<file path="src/rtl/ctrl_pkg.sv">
// Shared encodings for the single-cycle RISC-V control block: opcodes,
// immediate formats, writeback sources, ALU decoder classes and ALU operations.
package ctrl_pkg;

    typedef enum logic [6:0] {
        OP_LW    = 7'b0000011,
        OP_SW    = 7'b0100011,
        OP_RTYPE = 7'b0110011,
        OP_BEQ   = 7'b1100011,
        OP_IALU  = 7'b0010011,
        OP_JAL   = 7'b1101111
    } opcode_e;

    typedef enum logic [1:0] {
        IMM_I = 2'b00,
        IMM_S = 2'b01,
        IMM_B = 2'b10,
        IMM_J = 2'b11
    } imm_src_e;

    typedef enum logic [1:0] {
        RES_ALU  = 2'b00,
        RES_MEM  = 2'b01,
        RES_PC4  = 2'b10
    } result_src_e;

    typedef enum logic [1:0] {
        ALUOP_ADD  = 2'b00,
        ALUOP_SUB  = 2'b01,
        ALUOP_FUNC = 2'b10
    } alu_op_e;

    typedef enum logic [2:0] {
        ALU_ADD = 3'b000,
        ALU_SUB = 3'b001,
        ALU_AND = 3'b010,
        ALU_OR  = 3'b011,
        ALU_SLT = 3'b101
    } alu_ctrl_e;

endpackage

</file>
<file path="src/rtl/ctrl_alu_dec.sv">
// Combinational ALU decoder: turns the main decoder's ALUOp class plus the
// funct fields into a concrete ALU operation.
module alu_dec
    import ctrl_pkg::*;
(
    input  alu_op_e    ALUOp,
    input  logic [2:0] funct3,
    input  logic       funct7,
    input  logic       op5,
    output alu_ctrl_e  ALUControl
);

    // Select the ALU operation; only R-type (op5=1) with funct7 set subtracts.
    always_comb begin
        ALUControl = ALU_ADD;
        case (ALUOp)
            ALUOP_ADD:  ALUControl = ALU_ADD;
            ALUOP_SUB:  ALUControl = ALU_SUB;
            ALUOP_FUNC: begin
                case (funct3)
                    3'b000:  ALUControl = (op5 && funct7) ? ALU_SUB : ALU_ADD;
                    3'b010:  ALUControl = ALU_SLT;
                    3'b110:  ALUControl = ALU_OR;
                    3'b111:  ALUControl = ALU_AND;
                    default: ALUControl = ALU_ADD;
                endcase
            end
            default:    ALUControl = ALU_ADD;
        endcase
    end

endmodule

</file>
<file path="src/rtl/ctrl.sv">
// Registered main decoder for a single-cycle RISC-V datapath. All outputs
// update one clock after the instruction fields are presented.
// Optional feature: define CTRL_BNE_EN to make funct3=001 on the branch
// opcode (bne) branch on NOT Zero.
module ctrl
    import ctrl_pkg::*;
(
    input  logic       clk,
    input  logic       rst_n,
    input  logic [6:0] op,
    input  logic [2:0] funct3,
    input  logic       funct7,
    input  logic       Zero,
    output logic       PCSrc,
    output logic       MemWrite,
    output logic       ALUSrc,
    output logic       RegWrite,
    output logic [1:0] ImmSrc,
    output logic [1:0] ResultSrc,
    output logic [2:0] ALUControl
);

    logic        reg_write_d, alu_src_d, mem_write_d, branch_d, jump_d;
    logic        branch_cond_d, pcsrc_d;
    imm_src_e    imm_src_d;
    result_src_e result_src_d;
    alu_op_e     alu_op_d;
    alu_ctrl_e   alu_ctrl_d;

    logic        pcsrc_q, mem_write_q, alu_src_q, reg_write_q;
    imm_src_e    imm_src_q;
    result_src_e result_src_q;
    alu_ctrl_e   alu_ctrl_q;

    // Main decode; unknown opcodes leave everything at zero so nothing is written.
    always_comb begin
        reg_write_d  = 1'b0;
        imm_src_d    = IMM_I;
        alu_src_d    = 1'b0;
        mem_write_d  = 1'b0;
        result_src_d = RES_ALU;
        branch_d     = 1'b0;
        alu_op_d     = ALUOP_ADD;
        jump_d       = 1'b0;
        case (op)
            OP_LW: begin
                reg_write_d  = 1'b1;
                alu_src_d    = 1'b1;
                result_src_d = RES_MEM;
            end
            OP_SW: begin
                imm_src_d    = IMM_S;
                alu_src_d    = 1'b1;
                mem_write_d  = 1'b1;
            end
            OP_RTYPE: begin
                reg_write_d  = 1'b1;
                alu_op_d     = ALUOP_FUNC;
            end
            OP_BEQ: begin
                imm_src_d    = IMM_B;
                branch_d     = 1'b1;
                alu_op_d     = ALUOP_SUB;
            end
            OP_IALU: begin
                reg_write_d  = 1'b1;
                alu_src_d    = 1'b1;
                alu_op_d     = ALUOP_FUNC;
            end
            OP_JAL: begin
                reg_write_d  = 1'b1;
                imm_src_d    = IMM_J;
                result_src_d = RES_PC4;
                jump_d       = 1'b1;
            end
            default: ;
        endcase
    end

    // Branch condition and PC redirect.
    always_comb begin
`ifdef CTRL_BNE_EN
        branch_cond_d = (funct3 == 3'b001) ? ~Zero : Zero;
`else
        branch_cond_d = Zero;
`endif
        pcsrc_d = (branch_d & branch_cond_d) | jump_d;
    end

    alu_dec u_alu_dec (
        .ALUOp      (alu_op_d),
        .funct3     (funct3),
        .funct7     (funct7),
        .op5        (op[5]),
        .ALUControl (alu_ctrl_d)
    );

    // Output registers with synchronous active-low clear.
    always_ff @(posedge clk) begin
        if (!rst_n) begin
            pcsrc_q      <= 1'b0;
            mem_write_q  <= 1'b0;
            alu_src_q    <= 1'b0;
            reg_write_q  <= 1'b0;
            imm_src_q    <= IMM_I;
            result_src_q <= RES_ALU;
            alu_ctrl_q   <= ALU_ADD;
        end else begin
            pcsrc_q      <= pcsrc_d;
            mem_write_q  <= mem_write_d;
            alu_src_q    <= alu_src_d;
            reg_write_q  <= reg_write_d;
            imm_src_q    <= imm_src_d;
            result_src_q <= result_src_d;
            alu_ctrl_q   <= alu_ctrl_d;
        end
    end

    assign PCSrc      = pcsrc_q;
    assign MemWrite   = mem_write_q;
    assign ALUSrc     = alu_src_q;
    assign RegWrite   = reg_write_q;
    assign ImmSrc     = imm_src_q;
    assign ResultSrc  = result_src_q;
    assign ALUControl = alu_ctrl_q;

endmodule

</file>
<file path="config.mk">
export PLATFORM = sky130hd
export DESIGN_NAME = ctrl
export DESIGN_NICKNAME = d
export VERILOG_FILES = /design/src/rtl/ctrl_pkg.sv /design/src/rtl/ctrl_alu_dec.sv /design/src/rtl/ctrl.sv
export SDC_FILE = /design/constraint.sdc
export NUM_CORES = 1
export LEC_CHECK = 0
export ABC_CLOCK_PERIOD_IN_PS = 2400
export BUFFER_PORTS_ARGS = -buffer_cell sky130_fd_sc_hd__buf_4
export CAP_MARGIN = 10
export CORE_AREA = 3 3 40 42
export DETAILED_ROUTE_END_ITERATION = 12
export DIE_AREA = 0 0 43 45
export PLACE_DENSITY_LB_ADDON = 0.15
export SETUP_SLACK_MARGIN = 0.1
export SKIP_LAST_GASP = 1
export SLEW_MARGIN = 20
export SYNTH_ARGS = -nofsm -noshare
export SYNTH_HDL_FRONTEND = slang
export SYNTH_SLANG_ARGS = --single-unit
</file>
<file path="constraint.sdc">
create_clock -name clk -period 2.4 [get_ports clk]
set_input_delay 0.48 -clock clk [delete_from_list [all_inputs] [get_ports clk]]
set_output_delay 0.48 -clock clk [all_outputs]
set_load 0.005 [all_outputs]
</file>
[Word level (Yosys, flattened, before mapping)]
Index checks and enable logic that the tools add are counted.
Cells by class
  equality and inequality tests: 11
  multiplexer cells: 11
  bitwise operators: 2
  reduce and logical (&&, ||, !) cells: 5
Operators by type and width (count)
  $eq 7x6->1 const B: 2
  $eq 7x7->1 const B: 2
  $pmux 3 s4: 1
  $pmux 2 s2: 2
  $eq 7x2->1 const B: 1
  $eq 7x5->1 const B: 1
  $eq 3x3->1 const B: 2
  $mux 1: 6
  $pmux 2 s3: 1
  $pmux 3 s2: 1
  $reduce_or 4->1: 1
  $eq 3x2->1 const B: 1
  $logic_not 3->1: 1
  $reduce_or 3->1: 1
  $eq 2x1->1 const B: 1
  $eq 2x2->1 const B: 1
  $reduce_or 2->1: 1
  $and 1x1->1: 1
  $logic_and 1x1->1: 1
  $or 1x1->1: 1
Word-level totals
  register bits: 11
  input port bits: 14
  word-level logic and storage cells: 36

[Logic depth before layout (Yosys ltp)]
Gate-level depths: netlist (run 1).
  depth in word-level cells: 5
  gate-level depth with buffers: 7

[Hierarchy]
From an unflattened synthesis (run 1), not the netlist that was laid out.
Unflattened totals
  cell total of the unflattened synthesis: 47
  area total of the unflattened synthesis: 505.5 µm²
Modules (own cells, without submodules)
  ctrl: instances 1, cells each 36, area each 409.1 µm²
  alu_dec: instances 1, cells each 11, area each 96.3 µm²

[Least setup slack after synthesis (run 1)]
Ideal clock, no wire load.
  path type: input to register
  start: input port op[2]
  end: register alu_ctrl_q[0], in the netlist ALUControl[0]
  library setup time: 0.117 ns
  arrival time: 1.437 ns
  slack: 0.846 ns
  cell stages on the path: 7
  path buffers: 0
  path through: nor3_4 and3_2 inv_1 ha_1 nor2_1 o21ai_0 and4bb_2
Between the ends
  cells in the longest elaborated chain, start to end: 5
  elaborated cells on any way between the ends: 8
  those cells by class: eq/ne (5); mux (2); reduce/logical (1)
Ends and longest elaborated chain
  start, declared: RTL line ctrl.sv:10  | input logic [6:0] op,
  $eq 7x5->1 / $eq 7x6->1 (equally long branches): RTL line ctrl.sv:45  | case (op)
  $reduce_or 2->1 (no source line)
  $pmux 2 s2 *: RTL line ctrl.sv:45
  $eq 2x2->1 / $eq 2x1->1 (equally long branches): RTL line ctrl_alu_dec.sv:16  | case (ALUOp)
  $pmux 3 s2 *: RTL line ctrl_alu_dec.sv:16
  end signal, assigned: RTL line ctrl.sv:115  | alu_ctrl_q <= alu_ctrl_d;
  end, declared: RTL line ctrl.sv:33  | alu_ctrl_e alu_ctrl_q;
Every way passes the cells marked *; elsewhere a longest branch is shown, timed or not.
A chain may end at the register's enable or synchronous reset.

[Worst setup path in the final report (run 1)]
Same ends and word-level chain as after synthesis.

==> results of run 1 <==
==> registers in the layout, summed over array words and instances, names as in the netlist <==
name / cells
ALUControl: 3
ALUSrc: 1
ImmSrc: 2
MemWrite: 1
PCSrc: 1
RegWrite: 1
ResultSrc: 2
==> cell usage after synthesis <==
cell type   n
inv_1       3
ha_1        2
and2_1      1
and4bb_2    1
and2b_2     1
nor3b_1     1
o211a_1     1
a21oi_1     4
nand3_1     2
or2b_1      1
or2_2       1
nor3_2      1
nand4_1     2
o21ai_0     1
and3_2      2
dfxtp_1    11
nor3_1      1
nor3_4      1
and3_1      1
nand2_1     5
nor2_1      4
a21boi_1    1
==> critical path: stages <==
cell,delay (ns)
buf_4,0.13
nor3_4,0.22
and3_2,0.22
inv_1,0.04
ha_1,0.19
nor2_1,0.10
o21ai_0,0.07
and4bb_2,0.22
==> worst min path at each step <==
| stage | from | to | slack, ns | depth (start not counted) |
|---|---|---|---|---|
| after floorplan | op[4] | ResultSrc[0] | 0.55 | 1 |
| after global placement | funct3[0] | ALUControl[2] | 0.66 | 2 |
| after detailed placement | funct3[0] | ALUControl[2] | 0.66 | 2 |
| after global routing | funct3[2] | ALUControl[2] | 0.37 | 2 |
| after CTS | funct3[0] | ALUControl[2] | 0.37 | 2 |
| final | funct3[0] | ALUControl[2] | 0.38 | 2 |
==> logic make-up after synthesis <==
| family | after synthesis |
|---|---|
| compound gates | 7 |
| simple gates | 25 |
| fa+ha+maj | 2 |
| buf+inv | 3 |
| flops | 11 |
==> layout by cell type (no fill, tap or decap), types with 2 or more instances in the layout <==
cell      instances
buf_4            24
dfxtp_1          11
nand2_1           5
nor2_1            4
a21oi_1           4
inv_1             3
clkbuf_4          3
and3_2            2
nand4_1           2
nand3_1           2
ha_1              2
==> layout make-up <==
type	instances	area (µm²)	area share, %
Clock buffer	4	26.28	3.853
Inverter	3	11.26	1.651
Multi-Input combinational cell	34	225.2	33.03
Sequential cell	11	220.2	32.29
Tap cell	15	18.77	2.752
Timing Repair Buffer	24	180.2	26.42
==> power breakdown <==
| part | leakage [µW] | internal [µW] | switching, µW |
|---|---|---|---|
| registers | 0.0000886 | 183 | 0.189 |
| clock network | 0.0000150 | 64.4 | 59.6 |
| logic | 0.000232 | 21.3 | 16.6 |
==> through the flow <==
stage	util, %	std cells	worst slack (ns)	hold slack (ns)	total power [µW]
global placement	51.02	87	0.6403	0.6616	225.5
global route	53.07	91	0.8139	0.3720	365.0
detailed placement	51.02	87	0.6121	0.6551	225.8
finish	53.07	91	0.8945	0.3762	345.1
floorplan	-	48	0.8458	0.5490	199.5
CTS	53.07	91	0.9036	0.3660	352.3
==> routing by layer <==
layer	track usage [%]	vias to the layer above	share of wire (%)
li1	-	222	-
met1	13.87	189	44
met2	13.17	19	41
met3	2.789	2	11
met4	9.036	0	3.0
met5	0	-	0
==> metrics.txt, run 1 <==
CP max FO=6; Finished Cell Area=681.9 µm²; largest family of logic cells by synthesized area=simple AND/OR/NAND/NOR gates; post-route ant nets=0; P_leak=0.0003355 µW; status=completed; synthesized flop and latch total=11; wire per inst=9.945 µm; drt pass-1 iters=4; Max Slew Vio Count=0; layout cells sized above 1=44.74%; number of global-route vias before repair=355; total core area=1285 µm²; DRC Markers=0; Final Cycle Share=62.73%; routability congestion estimate=0.6419; Setup Crit Path Kind=in -> reg; Area growth syn-to-layout=49.32%; xor/xnor share of the synthesized area=0%; Final HPWL DP=775.3 µm; Layout fillers=130; Synth warnings=0; share of the synthesized area in the top cell type=48.22%; Critical Path Source=op[2]; Detailed Route WL=905 µm; pin count of the biggest net entering global routing=7; Synth area leader=dfxtp_1; Mapped Area=456.7 µm²; Seq/Total Area, Yosys=48.22%; die area=1935 µm²; DR iter-0 viols=6; Post-Place Cell Area=655.6 µm²; Synth Area in Compound Gates=9.315%; Sum Neg Setup Slack=0 ns; drt via density=4.747; Post-Synth Adder-Cell Area=5.479%; Post-CTS Hold Buffers=0; postcts setup bufs=0; nets@finish=93; post_cts resized=0; slew margin rel.=87.55%; Vias=432; pwr/cell area=506.1 nW/µm²; FMAX=0.6642 GHz; Final Hold Vio Count=0; die height=45 µm; total grt overflow=0; Final min period=1.506 ns; post-synth cell types=22; simple-gate share of the synthesized area=34.52%; post-synthesis mux area share=0%; initial antenna violation count=0; Worst Max-Slew Pin Slew=0.1861 ns; clk buf depth=2; Avg Cell Area, Syn=9.514 µm²; VDD IR-drop max=362.5 µV; startpoint types=input pin; first-pass GRT wire length=1421 µm; row cnt=13; io pins=25; number of port buffers=24; data required time at the worst endpoint=2.56 ns; critical path endpoint=ALUControl[0]; Ant. Diodes=0; CTS tree=built; clock sink count=11; Initial Utilization=35.54%; Die Span X=43 µm; CP Capture Type=flop; H-tree depth=1; CTS root buffer=clkbuf_4; All-Layer GR Usage=10.28%; Worst-path clk slew=0.07 ns; Setup violations, final=0; cts bufs inserted=3; RSZ-0062 raised after global routing=no; Worst Hold Class=in -> reg; top cells by area, synth=dfxtp_1, ha_1, a21oi_1; WP data arrival=1.67 ns; Max Cap Violations=0; Syn Nets=64; Syn Inst Count=48
(Power assumes the default switching activity.)
==> inputs of run 2 (changes only) <==
--- a/config.mk
+++ b/config.mk
@@ -5,7 +5,7 @@
 export SDC_FILE = /design/constraint.sdc
 export NUM_CORES = 1
 export LEC_CHECK = 0
-export ABC_CLOCK_PERIOD_IN_PS = 2400
+export ABC_CLOCK_PERIOD_IN_PS = 1400
 export BUFFER_PORTS_ARGS = -buffer_cell sky130_fd_sc_hd__buf_4
 export CAP_MARGIN = 10
 export CORE_AREA = 3 3 40 42
==> constraint.sdc (replaced) <==
create_clock -name clk -period 1.4 [get_ports clk]
set_input_delay 0.28 -clock clk [delete_from_list [all_inputs] [get_ports clk]]
set_output_delay 0.28 -clock clk [all_outputs]
set_load 0.005 [all_outputs]
==> metrics.txt, run 2 (synthesis results as in run 1) <==
Worst-path clk slew=0.07 ns (about the same); wire per inst=10.15 µm (+2.0%); Worst Hold Class=in -> reg; All-Layer GR Usage=12.10% (+1.8 points); pin count of the biggest net entering global routing=7 (unchanged); crit path cell chain=buf_4 -> nor3_4 -> and3_4 -> inv_2 -> ha_4 -> nor2_1 -> o21ai_1 -> and4bb_2; Critical Path Source=op[6]; routability congestion estimate=0.7131 (+11%); Ant. Diodes=0 (unchanged); drt pass-1 iters=5 (+1); Max Cap Violations=0 (unchanged); data required time at the worst endpoint=1.56 ns (-1.00 ns); die height=45 µm (unchanged); CP Buf/Inv Count=2 (unchanged); slowest stage cell on the critical path=and3_4; Vias=481 (+11%); clock sink count=11 (unchanged); post_cts resized=0 (unchanged); CTS tree=built; H-tree depth=1 (unchanged); Setup Crit Path Kind=in -> reg; pwr/cell area=787.6 nW/µm² (+56%); total grt overflow=0 (unchanged); Setup violations, final=0 (unchanged); number of global-route vias before repair=436 (+23%); most frequent cells in the layout=buf_4, dfxtp_1, nand2_1, nor2_1, a21oi_1; CTS root buffer=clkbuf_4; WP data arrival=1.35 ns (-0.32 ns); P_leak=0.0003891 µW (+16%); drt via density=4.716 (-0.66%); postcts setup bufs=0 (unchanged); critical path endpoint=ALUControl[0]; Die Span X=43 µm (unchanged); CP Capture Type=flop; Top Family by Delay on Critical Path=simple AND/OR/NAND/NOR gates; nets@finish=104 (+12%); Layout fillers=123 (-5.4%); startpoint types=input pin; Final Hold Vio Count=0 (unchanged); Final min period=1.183 ns; cts bufs inserted=3 (unchanged); layout cells sized above 1=54.02% (+9.3 points); total core area=1285 µm² (unchanged); most common cell after layout, fill and taps aside=buf_4; io pins=25 (unchanged); status=completed; Hold Slack=0.1757 ns (-0.2005 ns); VDD IR-drop max=374.6 µV (+3.3%); Max Slew Vio Count=0 (unchanged); Detailed Route WL=1035 µm (+14%); die area=1935 µm² (unchanged); max reg flops=3 (unchanged); DR iter-0 viols=3 (-3); Area growth syn-to-layout=70.96%; crit-path max cell delay=0.22 ns (about the same); Initial Utilization=35.54% (unchanged); cell count along the critical path=8 (unchanged); Post-CTS Hold Buffers=0 (unchanged); slew margin rel.=89.16% (+1.6 points); initial antenna violation count=0 (unchanged); DRC Markers=0 (unchanged); number of port buffers=24 (unchanged); Worst Max-Slew Pin Slew=0.1621 ns (-0.02404 ns); Final HPWL DP=857.6 µm (+11%); row cnt=13 (unchanged); post-route ant nets=0 (unchanged); RSZ-0062 raised after global routing=no; first-pass GRT wire length=1704 µm (+20%); FMAX=0.8457 GHz; fin util=60.76% (+7.7 points); Final Cycle Share=84.47%; CP max FO=2 (-4); clk buf depth=2 (unchanged)
==> run 2: layout make-up <==
class | count | area, µm² | area share, %
Timing Repair Buffer | 35 | 262.8 | 33.65
Sequential cell | 11 | 220.2 | 28.21
Clock buffer | 4 | 26.28 | 3.365
Multi-Input combinational cell | 34 | 241.5 | 30.93
Inverter | 3 | 11.26 | 1.442
Tap cell | 15 | 18.77 | 2.404
==> run 2: worst min-delay path by stage <==
stage | startpoint | endpoint | slack [ns] | depth (start not counted)
finish | funct3[0] | ALUControl[2] | 0.18 | 2
detailed placement | funct3[0] | ALUControl[2] | 0.46 | 2
CTS | funct3[0] | ALUControl[2] | 0.17 | 2
global placement | funct3[0] | ALUControl[2] | 0.46 | 2
floorplan | op[4] | ResultSrc[0] | 0.35 | 1
global route | funct3[0] | ALUControl[2] | 0.17 | 2
==> run 2: metrics by stage <==
step,cells,setup slack [ns],total power (µW),area [µm²],TNS (ns)
final,102,0.2175,614.9,780.7,0
after global routing,102,0.1374,649.9,780.7,0
after CTS,102,0.2200,624.8,780.7,0
after detailed placement,98,-0.06108,409.5,754.5,-0.09081
after global placement,98,-0.04842,408.4,754.5,-0.05951
after floorplan,48,0.09903,343.2,473.0,0
==> run 2: routing by layer <==
layer | vias up | routed length, µm | GRT usage [%]
li1 | 243 | - | -
met1 | 209 | 411 | 12.38
met2 | 25 | 496 | 20.06
met3 | 4 | 105 | 3.586
met4 | 0 | 21 | 10.84
met5 | - | 0 | 0
==> run 2: report_power, final <==
part           switching [µW]  internal [µW]  total [µW]
sequential              0.322            314         314
combinational            33.8           54.0        87.8
clock                     103            110         213
